### src/rtl/sdram_arb_pkg.sv
// Shared types and constants for the two-master SDRAM request arbiter.
package sdram_arb_pkg;

  typedef enum logic [2:0] {IDLE, REQ, DATA, DONE, REFRESH} arb_state_t;
  typedef enum logic {OWN_A, OWN_B} owner_t;

  localparam logic [9:0] ACCESS_NUM_ONE = 10'h001;
  localparam int         STARVE_W       = 4;

  // Sub-phases of REFRESH: strobe, wait for refresh_mode, wait for idle.
  localparam logic [1:0] REF_STROBE    = 2'd0;
  localparam logic [1:0] REF_WAIT_MODE = 2'd1;
  localparam logic [1:0] REF_WAIT_IDLE = 2'd2;

endpackage

### src/rtl/sdram_arb_select.sv
// Combinational priority selector: refresh, starved B, A, then B.
module sdram_arb_select
  import sdram_arb_pkg::*;
#(
  parameter int STARVE_LIMIT = 4
) (
  input  logic                select_en,
  input  logic                refresh_pending,
  input  logic                a_req,
  input  logic                b_req,
  input  logic [STARVE_W-1:0] starve_cnt,
  output logic                grant_a,
  output logic                grant_b,
  output logic                grant_refresh
);

  logic b_starved;
  logic access_en;

  assign b_starved     = b_req && (starve_cnt == STARVE_W'(STARVE_LIMIT));
  assign access_en     = select_en && !refresh_pending;
  assign grant_refresh = select_en && refresh_pending;
  assign grant_b       = access_en && (b_starved || (b_req && !a_req));
  assign grant_a       = access_en && a_req && !b_starved;

endmodule

### src/rtl/sdram_request_arbiter.sv
// Serialises single-word requests from two masters onto the SDRAM controller
// handshake and slots refresh strobes between accesses.
module sdram_request_arbiter
  import sdram_arb_pkg::*;
#(
  parameter int ADDR_W       = 25,
  parameter int DATA_W       = 16,
  parameter int STARVE_LIMIT = 4
) (
  input  logic              sdram_clock,
  input  logic              sdram_reset,
  input  logic              a_req,
  input  logic              a_we,
  input  logic [ADDR_W-1:0] a_addr,
  input  logic [DATA_W-1:0] a_wdata,
  output logic [DATA_W-1:0] a_rdata,
  output logic              a_ack,
  input  logic              b_req,
  input  logic              b_we,
  input  logic [ADDR_W-1:0] b_addr,
  input  logic [DATA_W-1:0] b_wdata,
  output logic [DATA_W-1:0] b_rdata,
  output logic              b_ack,
  input  logic              refresh_req,
  output logic [ADDR_W-1:0] c_address,
  output logic [9:0]        c_access_num,
  output logic [DATA_W-1:0] c_data_in,
  output logic              c_write_request,
  output logic              c_read_request,
  output logic              c_enable_refresh,
  input  logic [DATA_W-1:0] c_data_out,
  input  logic              c_write_flag,
  input  logic              c_read_flag,
  input  logic              c_idle,
  input  logic              c_refresh_mode,
  output logic              busy
);

  arb_state_t          state_q, state_d;
  owner_t              owner_q, owner_d;
  logic                we_q, we_d;
  logic                live_q, live_d;
  logic                refresh_pending_q, refresh_pending_d;
  logic [ADDR_W-1:0]   addr_q, addr_d;
  logic [DATA_W-1:0]   wdata_q, wdata_d;
  logic [DATA_W-1:0]   data_q, data_d;
  logic [STARVE_W-1:0] starve_q, starve_d;
  logic [1:0]          ref_phase_q, ref_phase_d;

  logic       grant_a, grant_b, grant_refresh;
  logic [1:0] port_req, port_ack, rdata_load;
  logic       owner_idx, owner_req, flag_hit, read_beat;

  assign port_req  = {b_req, a_req};
  assign owner_idx = (owner_q == OWN_B);
  assign owner_req = port_req[owner_idx];
  assign flag_hit  = we_q ? c_write_flag : c_read_flag;
  assign read_beat = !we_q && c_read_flag && ((state_q == REQ) || (state_q == DATA));

  sdram_arb_select #(.STARVE_LIMIT(STARVE_LIMIT)) u_select (
    .select_en       ((state_q == IDLE) && c_idle),
    .refresh_pending (refresh_pending_q),
    .a_req           (a_req),
    .b_req           (b_req),
    .starve_cnt      (starve_q),
    .grant_a         (grant_a),
    .grant_b         (grant_b),
    .grant_refresh   (grant_refresh)
  );

  always_comb begin
    state_d           = state_q;
    owner_d           = owner_q;
    we_d              = we_q;
    live_d            = live_q;
    addr_d            = addr_q;
    wdata_d           = wdata_q;
    starve_d          = starve_q;
    ref_phase_d       = ref_phase_q;
    refresh_pending_d = refresh_pending_q || refresh_req;
    data_d            = read_beat ? c_data_out : data_q;
    rdata_load        = 2'b00;
    case (state_q)
      IDLE: begin
        if (grant_refresh) begin
          state_d           = REFRESH;
          ref_phase_d       = REF_STROBE;
          refresh_pending_d = refresh_req;
        end else if (grant_a || grant_b) begin
          state_d = REQ;
          live_d  = 1'b1;
          if (grant_b) begin
            owner_d = OWN_B;
            we_d    = b_we;
            addr_d  = b_addr;
            wdata_d = b_wdata;
          end else begin
            owner_d = OWN_A;
            we_d    = a_we;
            addr_d  = a_addr;
            wdata_d = a_wdata;
          end
          if (grant_b || !b_req) begin
            starve_d = '0;
          end else if (starve_q != STARVE_W'(STARVE_LIMIT)) begin
            starve_d = starve_q + STARVE_W'(1);
          end
        end
      end
      REQ: begin
        live_d = live_q && owner_req;
        if (flag_hit) state_d = DATA;
      end
      DATA: begin
        // An owner that dropped its request still lets the access finish, silently.
        live_d = live_q && owner_req;
        if (!flag_hit) begin
          state_d = DONE;
          if (live_d && !we_q) rdata_load[owner_idx] = 1'b1;
        end
      end
      DONE: state_d = IDLE;
      REFRESH: begin
        case (ref_phase_q)
          REF_STROBE:    ref_phase_d = REF_WAIT_MODE;
          REF_WAIT_MODE: if (c_refresh_mode) ref_phase_d = REF_WAIT_IDLE;
          REF_WAIT_IDLE: if (c_idle) state_d = IDLE;
          default:       state_d = IDLE;
        endcase
      end
      default: state_d = IDLE;
    endcase
  end

  always_ff @(posedge sdram_clock or posedge sdram_reset) begin
    if (sdram_reset) begin
      state_q           <= IDLE;
      owner_q           <= OWN_A;
      we_q              <= 1'b0;
      live_q            <= 1'b0;
      refresh_pending_q <= 1'b0;
      addr_q            <= '0;
      wdata_q           <= '0;
      data_q            <= '0;
      starve_q          <= '0;
      ref_phase_q       <= REF_STROBE;
    end else begin
      state_q           <= state_d;
      owner_q           <= owner_d;
      we_q              <= we_d;
      live_q            <= live_d;
      refresh_pending_q <= refresh_pending_d;
      addr_q            <= addr_d;
      wdata_q           <= wdata_d;
      data_q            <= data_d;
      starve_q          <= starve_d;
      ref_phase_q       <= ref_phase_d;
    end
  end

  for (genvar gi = 0; gi < 2; gi++) begin : g_port
    logic [DATA_W-1:0] rdata_q;
    always_ff @(posedge sdram_clock or posedge sdram_reset) begin
      if (sdram_reset) begin
        rdata_q <= '0;
      end else if (rdata_load[gi]) begin
        rdata_q <= data_q;
      end
    end
    assign port_ack[gi] = (state_q == DONE) && live_q && (owner_idx == 1'(gi));
  end

  assign a_rdata          = g_port[0].rdata_q;
  assign b_rdata          = g_port[1].rdata_q;
  assign a_ack            = port_ack[0];
  assign b_ack            = port_ack[1];
  assign c_address        = addr_q;
  assign c_data_in        = wdata_q;
  assign c_access_num     = ACCESS_NUM_ONE;
  assign c_write_request  = (state_q == REQ) && we_q;
  assign c_read_request   = (state_q == REQ) && !we_q;
  assign c_enable_refresh = (state_q == REFRESH) && (ref_phase_q == REF_STROBE);
  assign busy             = (state_q != IDLE);

endmodule
### config.mk
export PLATFORM = sky130hd
export DESIGN_NAME = sdram_request_arbiter
export DESIGN_NICKNAME = d
export VERILOG_FILES = /design/src/rtl/sdram_arb_pkg.sv /design/src/rtl/sdram_arb_select.sv /design/src/rtl/sdram_request_arbiter.sv
export SDC_FILE = /design/constraint.sdc
export NUM_CORES = 1
export LEC_CHECK = 0
export ABC_AREA = 1
export BUFFER_PORTS_ARGS = -buffer_cell sky130_fd_sc_hd__buf_2
export CAP_MARGIN = 10
export CORE_AREA = 8 8 114 116
export DETAILED_ROUTE_END_ITERATION = 10
export DIE_AREA = 0 0 122 124
export HOLD_SLACK_MARGIN = 0.08
export PLACE_DENSITY = 0.74
export SLEW_MARGIN = 20
export SYNTH_ARGS = -nofsm -noshare
export SYNTH_HDL_FRONTEND = slang
export SYNTH_HIERARCHICAL = 1
export SYNTH_SLANG_ARGS = --single-unit
### constraint.sdc
create_clock -name sdram_clock -period 3.5 [get_ports sdram_clock]
set_input_delay 0.35 -clock sdram_clock [delete_from_list [all_inputs] [get_ports sdram_clock]]
set_output_delay 0.35 -clock sdram_clock [all_outputs]
set_load 0.01 [all_outputs]
# Yosys cells after proc, flatten, opt, wreduce, memory -nomap -nowiden
# Index checks and enable logic that the tools add are counted.
# word_totals
reg_bits	102
latch_bits	0
mem_bits_rw	0
mem_bits_ro	0
out_inout_bits	89
word_cells	107
mem_count	0
# classes
n_addsub	1
mul	0
div	0
n_lt_le_gt_ge	2
eq_ne	18
shift	0
n_mux	30
bitwise_logic	2
reduce_logical	42
# ops
cell	n
2-to-1 mux 25 bit	1
logical AND 1 bit	19
2-to-1 mux 16 bit	1
2-to-1 mux 3 bit	5
case mux 3 bit (4 select lines)	1
2-to-1 mux 1 bit	10
2-to-1 mux 2 bit	5
inequality test 2 bit, second input constant	5
2-to-1 mux 4 bit	2
case mux 2 bit (2 select lines)	2
AND reduction 4 bit	2
equality test 3 x 2 -> 1 bit, second input constant	2
inequality test 3 bit, second input constant	2
case mux 3 bit (2 select lines)	1
AND reduction 3 bit	2
nonzero test 2 bit	3
logical NOT 1 bit	5
logical OR 1 bit	5
AND reduction 5 bit	1
adder 4 x 1 -> 4 bit, second input constant	1
equality test 4 x 3 -> 1 bit, second input constant	1
inequality test 4 x 3 -> 1 bit, second input constant	1
OR reduction 2 bit	2
equality test 3 x 1 -> 1 bit, second input constant	1
14 further kinds	15

# Logic depth before layout (Yosys ltp)
# depth
ltp_word	9
mapped_depth	12
ltp_nobuf	11

# Hierarchy
# The synthesis kept the hierarchy.
# modules_own_cells
mod	n_inst	cells_each	area_per_inst_um2	seq_area_each_um2
sdram_request_arbiter	1	555	4849.7	2552.4
sdram_arb_select	1	14	66.3	0.0

# Worst setup path after synthesis
# OpenSTA, ideal clock, no wires.
# synth_timing
kind	reg2reg
startpoint	register state_q[1]
endpoint	register addr_q[13], in the netlist c_address[13]
setup_ns	0.117
arrival_time_ns	1.794
required_time_ns	3.383
slack_ns	1.590
path_stages_with_launch	11
path_buffers	2
period_less_slack_ns	1.910
path_cell_list	dfrtp_1 -> nor2_4 -> nand2_1 -> nor2_1 -> nand2_1 -> a21oi_2 -> buf_2 -> buf_2 -> mux2_2 -> nand2_1 -> nand2_1
# synth_between
word_cells_on_any_way	11
classes_between	1 x mux; 1 x bitwise; 9 x reduce/logical
# synth_lines
item	line_no	rtl
start: declaration	sdram_request_arbiter.sv:39	arb_state_t state_q, state_d;
start signal: assignment	sdram_request_arbiter.sv:148	state_q <= state_d;
logical NOT 3 bit *	sdram_request_arbiter.sv:61	.select_en ((state_q == IDLE) && c_idle),
logical AND 1 bit *	sdram_request_arbiter.sv:61	
logical AND 1 bit *	sdram_arb_select.sv:21	assign access_en = select_en && !refresh_pending;
logical AND 1 bit *	sdram_arb_select.sv:23	assign grant_b = access_en && (b_starved || (b_req && !a_req));
net grant_b	sdram_request_arbiter.sv:50	logic grant_a, grant_b, grant_refresh;
logical OR 1 bit	sdram_request_arbiter.sv:89	end else if (grant_a || grant_b) begin
AND reduction 3 bit (no source line)	--	
end signal: assignment	sdram_request_arbiter.sv:153	addr_q <= addr_d;
end: declaration	sdram_request_arbiter.sv:44	logic [ADDR_W-1:0] addr_q, addr_d;
# Mark *: on every way through the listed nets, which the timed path passes. The rest lies on a longest branch.
# A chain may end at the register's enable or synchronous reset.

# Final worst setup path
# layout_timing
startpoint	register state_q[1]
endpoint	register starve_q[0]
# layout_between
elab_chain_len	7
word_cells_on_any_way	13
classes_between	1 x mux; 1 x bitwise; 11 x reduce/logical
# layout_rtl
item	line_no	rtl
logical NOT 3 bit *	sdram_request_arbiter.sv:61	
logical AND 1 bit *	sdram_request_arbiter.sv:61	
logical AND 1 bit *	sdram_arb_select.sv:21	
logical AND 1 bit *	sdram_arb_select.sv:23	
net grant_b	sdram_request_arbiter.sv:50	
logical OR 1 bit	sdram_request_arbiter.sv:103	if (grant_b || !b_req) begin
nonzero test 2 bit (no source line)	--	
AND reduction 4 bit (no source line)	--	
end signal: assignment	sdram_request_arbiter.sv:156	starve_q <= starve_d;
end: declaration	sdram_request_arbiter.sv:47	logic [STARVE_W-1:0] starve_q, starve_d;
# Marks and branches as above.

==> flow_metrics.env <==
export IMPL_synth_seq_cells=102
export IMPL_root_buffer="clkbuf_16"
export IMPL_start_util_pct=44.0
export IMPL_synthCells=569
export IMPL_worstPathArrival_ns=2.69
export IMPL_synth_edf_count=0
export IMPL_ant_nets=0
export IMPL_clockBufferDepth=2
export IMPL_p_leak_uw=0.00361
export IMPL_post_cts_buffers=0
export IMPL_vias=4283
export IMPL_via_per_inst=4.81
export IMPL_syn_avg_cell_area_um2=8.64
export IMPL_hold_viol=0
export IMPL_htreeDepth=3
export IMPL_period_minus_slack_ns=2.46
export IMPL_cp_end_kind="flip-flop"
export IMPL_area_growth_pct=26.2
export IMPL_crit_type="reg2reg"
export IMPL_die_h_um=124
export IMPL_finalCritPeriodShare_pct=70.4
export IMPL_path_max_fanout=47
export IMPL_setup_worst_path_start_class="flip-flop"
export IMPL_post_drt_wl_per_cell_um=14.7
export IMPL_critical_path_required_ns=3.72
export IMPL_setup_violations=0
export IMPL_dieArea_um2=15100
export IMPL_core_area_um2=11200
export IMPL_design_area_um2=6200
export IMPL_ir_drop_v=0.000329
export IMPL_cts_tree="done"
export IMPL_tns_ns=0
export IMPL_grt_pass1_vias=4451
export IMPL_synthFlopType="dfrtp_1"
export IMPL_highest_layer="met4"
export IMPL_dieWidth_um=122
export IMPL_cts_resized=0
export IMPL_hp_class="in2async"
export IMPL_grt_pass1_wl_mm=21.1
export IMPL_dr_pass1_iters=4
export IMPL_insertion_delay_ns=0.34
export IMPL_wl_met1_mm=5.39
export IMPL_drc=0
export IMPL_yosysUniqueCellTypes=27
export IMPL_drtIter0Drc=300
export IMPL_gp_congestion=0.860
export IMPL_worst_pin_slew_ns=0.706
export IMPL_outcome="finished, final reports clean"
export IMPL_placed_cell_area_um2=5890
export IMPL_antenna_found_initial=0
export IMPL_synth_warnings=6
export IMPL_rsz0062_at_grt="false"
export IMPL_netlist_top_cells_area="dfrtp_1, nand2_1, mux2_2"
export IMPL_ff2ff_setup_slack_ns=1.04
export IMPL_nets=854
export IMPL_synth_common_cells="nand2_1, dfrtp_1, nand3_1"
export IMPL_grt_overflow=0
export IMPL_cts_inserted_buffers=9
export IMPL_grt_usage_pct=17.2
export IMPL_dr_wl_met3_um=872
export IMPL_finClkSkew_ns=0.00745
export IMPL_cts_sinks=102
export IMPL_cts_hold_buf=0
export IMPL_grt_max_degree=56
export IMPL_maxCapViolCount=0
export IMPL_power_density_nw_per_um2=636
export IMPL_drive_gt1_share_pct=36.2
export IMPL_netlist_area_leader_share_pct=51.9
export IMPL_post_dp_hpwl_mm=9.85
export IMPL_synth_top_area_cell="dfrtp_1"
export IMPL_max_slew_margin_pct=52.9
export IMPL_num_io_pins=198
export IMPL_ys_seq_area_share_pct=51.9
export IMPL_netlist_area_um2=4920
export IMPL_slew_violations=0
export IMPL_rows=39
export IMPL_async_flop_share_pct=100
export IMPL_yosys_cell_count_top_type="nand2_1"
export IMPL_n_antenna_cell=0
export IMPL_drt_wl_total_mm=13.1
export IMPL_clk_pin_slew_ns=0.07
export IMPL_clock_fmax_mhz=406
export IMPL_portBuffers=187
export IMPL_wl_met2_mm=6.67
-- flip-flops by register name, summed over array words and instances, names as in the netlist --
register	flops
ref_phase_q	2
data_q	16
c_data_in	16
c_address	25
owner_idx	1
a_rdata	16
refresh_pending_q	1
we_q	1
live_q	1
starve_q	4
state_q	3
b_rdata	16
-- cells in the final DEF (no fill, tap or decap), types with 5 or more instances in the layout --
cell type / Yosys / layout
nand3_1: 49 / 49
nand2_2: 5 / 5
mux2_2: 42 / 42
o21ai_1: 8 / 8
clkbuf_16: 0 / 9
conb_1: 2 / 10
buf_2: 15 / 187
nand2_1: 242 / 242
dfrtp_1: 102 / 102
nor2_1: 23 / 23
inv_1: 26 / 25
-- metal layers --
| metal | track usage (%) | vias to the layer above |
|---|---|---|
| li1 | - | 2123 |
| met1 | 20.2 | 2024 |
| met3 | 3.49 | 11 |
| met4 | 6.32 | 0 |
| met2 | 30.5 | 125 |
| met5 | 0 | - |
-- final timing paths --
kind / from / end / cells after the start
min: sdram_reset / a_rdata[4]$_DFFE_PP0P_ / 2
max: state_q[1]$_DFFE_PP0P_ / starve_q[0]$_DFFE_PP0P_ / 11
min in group sdram_clock: refresh_req / refresh_pending_q$_DFF_PP0_ / 2
max in group asynchronous: sdram_reset / c_address[12]$_DFFE_PP0P_ / 3
min reg2reg: b_rdata[2]$_DFFE_PP0P_ / b_rdata[2]$_DFFE_PP0P_ / 2
max reg2reg: state_q[1]$_DFFE_PP0P_ / starve_q[0]$_DFFE_PP0P_ / 11
-- report_power, final --
group	internal, uW	switching, uW
sequential	1500	229
combinational	449	744
clock	597	434
-- cell type report --
class / count / area [um2]
clock buffer: 12 / 256
clock inverter: 4 / 55.1
fill: 1049 / 4970
inverter: 30 / 115
multi-input combinational: 410 / 2080
sequential: 102 / 2550
tap: 143 / 179
timing repair buffer: 190 / 971
-- per-stage QoR --
stage               hold slack (ns)  power (uW)  util [%]  setup slack [ns]  instances
floorplan                     0.442        2490         -             0.475        577
global placement              0.454        2900      52.7              1.15        875
detailed placement            0.458        2950      52.7              1.04        875
CTS                           0.147        3990      55.5              1.03        891
global route                  0.193        4220      55.5             0.743        891
finish                        0.129        3950      55.5              1.04        891
-- critical path, stage by stage (launching register included) --
cell	delay, ns
dfrtp_1	0.44
nor2_4	0.16
nand2_1	0.08
nor2_1	0.13
nand2_1	0.12
a21oi_4	0.35
nor2_1	0.17
nor2_4	0.14
buf_4	0.42
nand2_2	0.18
nand2_1	0.09
o21ai_1	0.07
-- cell families after synthesis --
kind of cell,Yosys count,share of synthesized area (%)
buffers and inverters,65,6.72
flip-flops,102,51.9
other,2,0.153
AND/OR/NAND/NOR,338,29.1
adder cells (fa/ha/maj),2,0.509
multiplexers,42,9.62
AO/OA/AOI/OAI,18,1.96
Power figures use the tool's default switching activity.
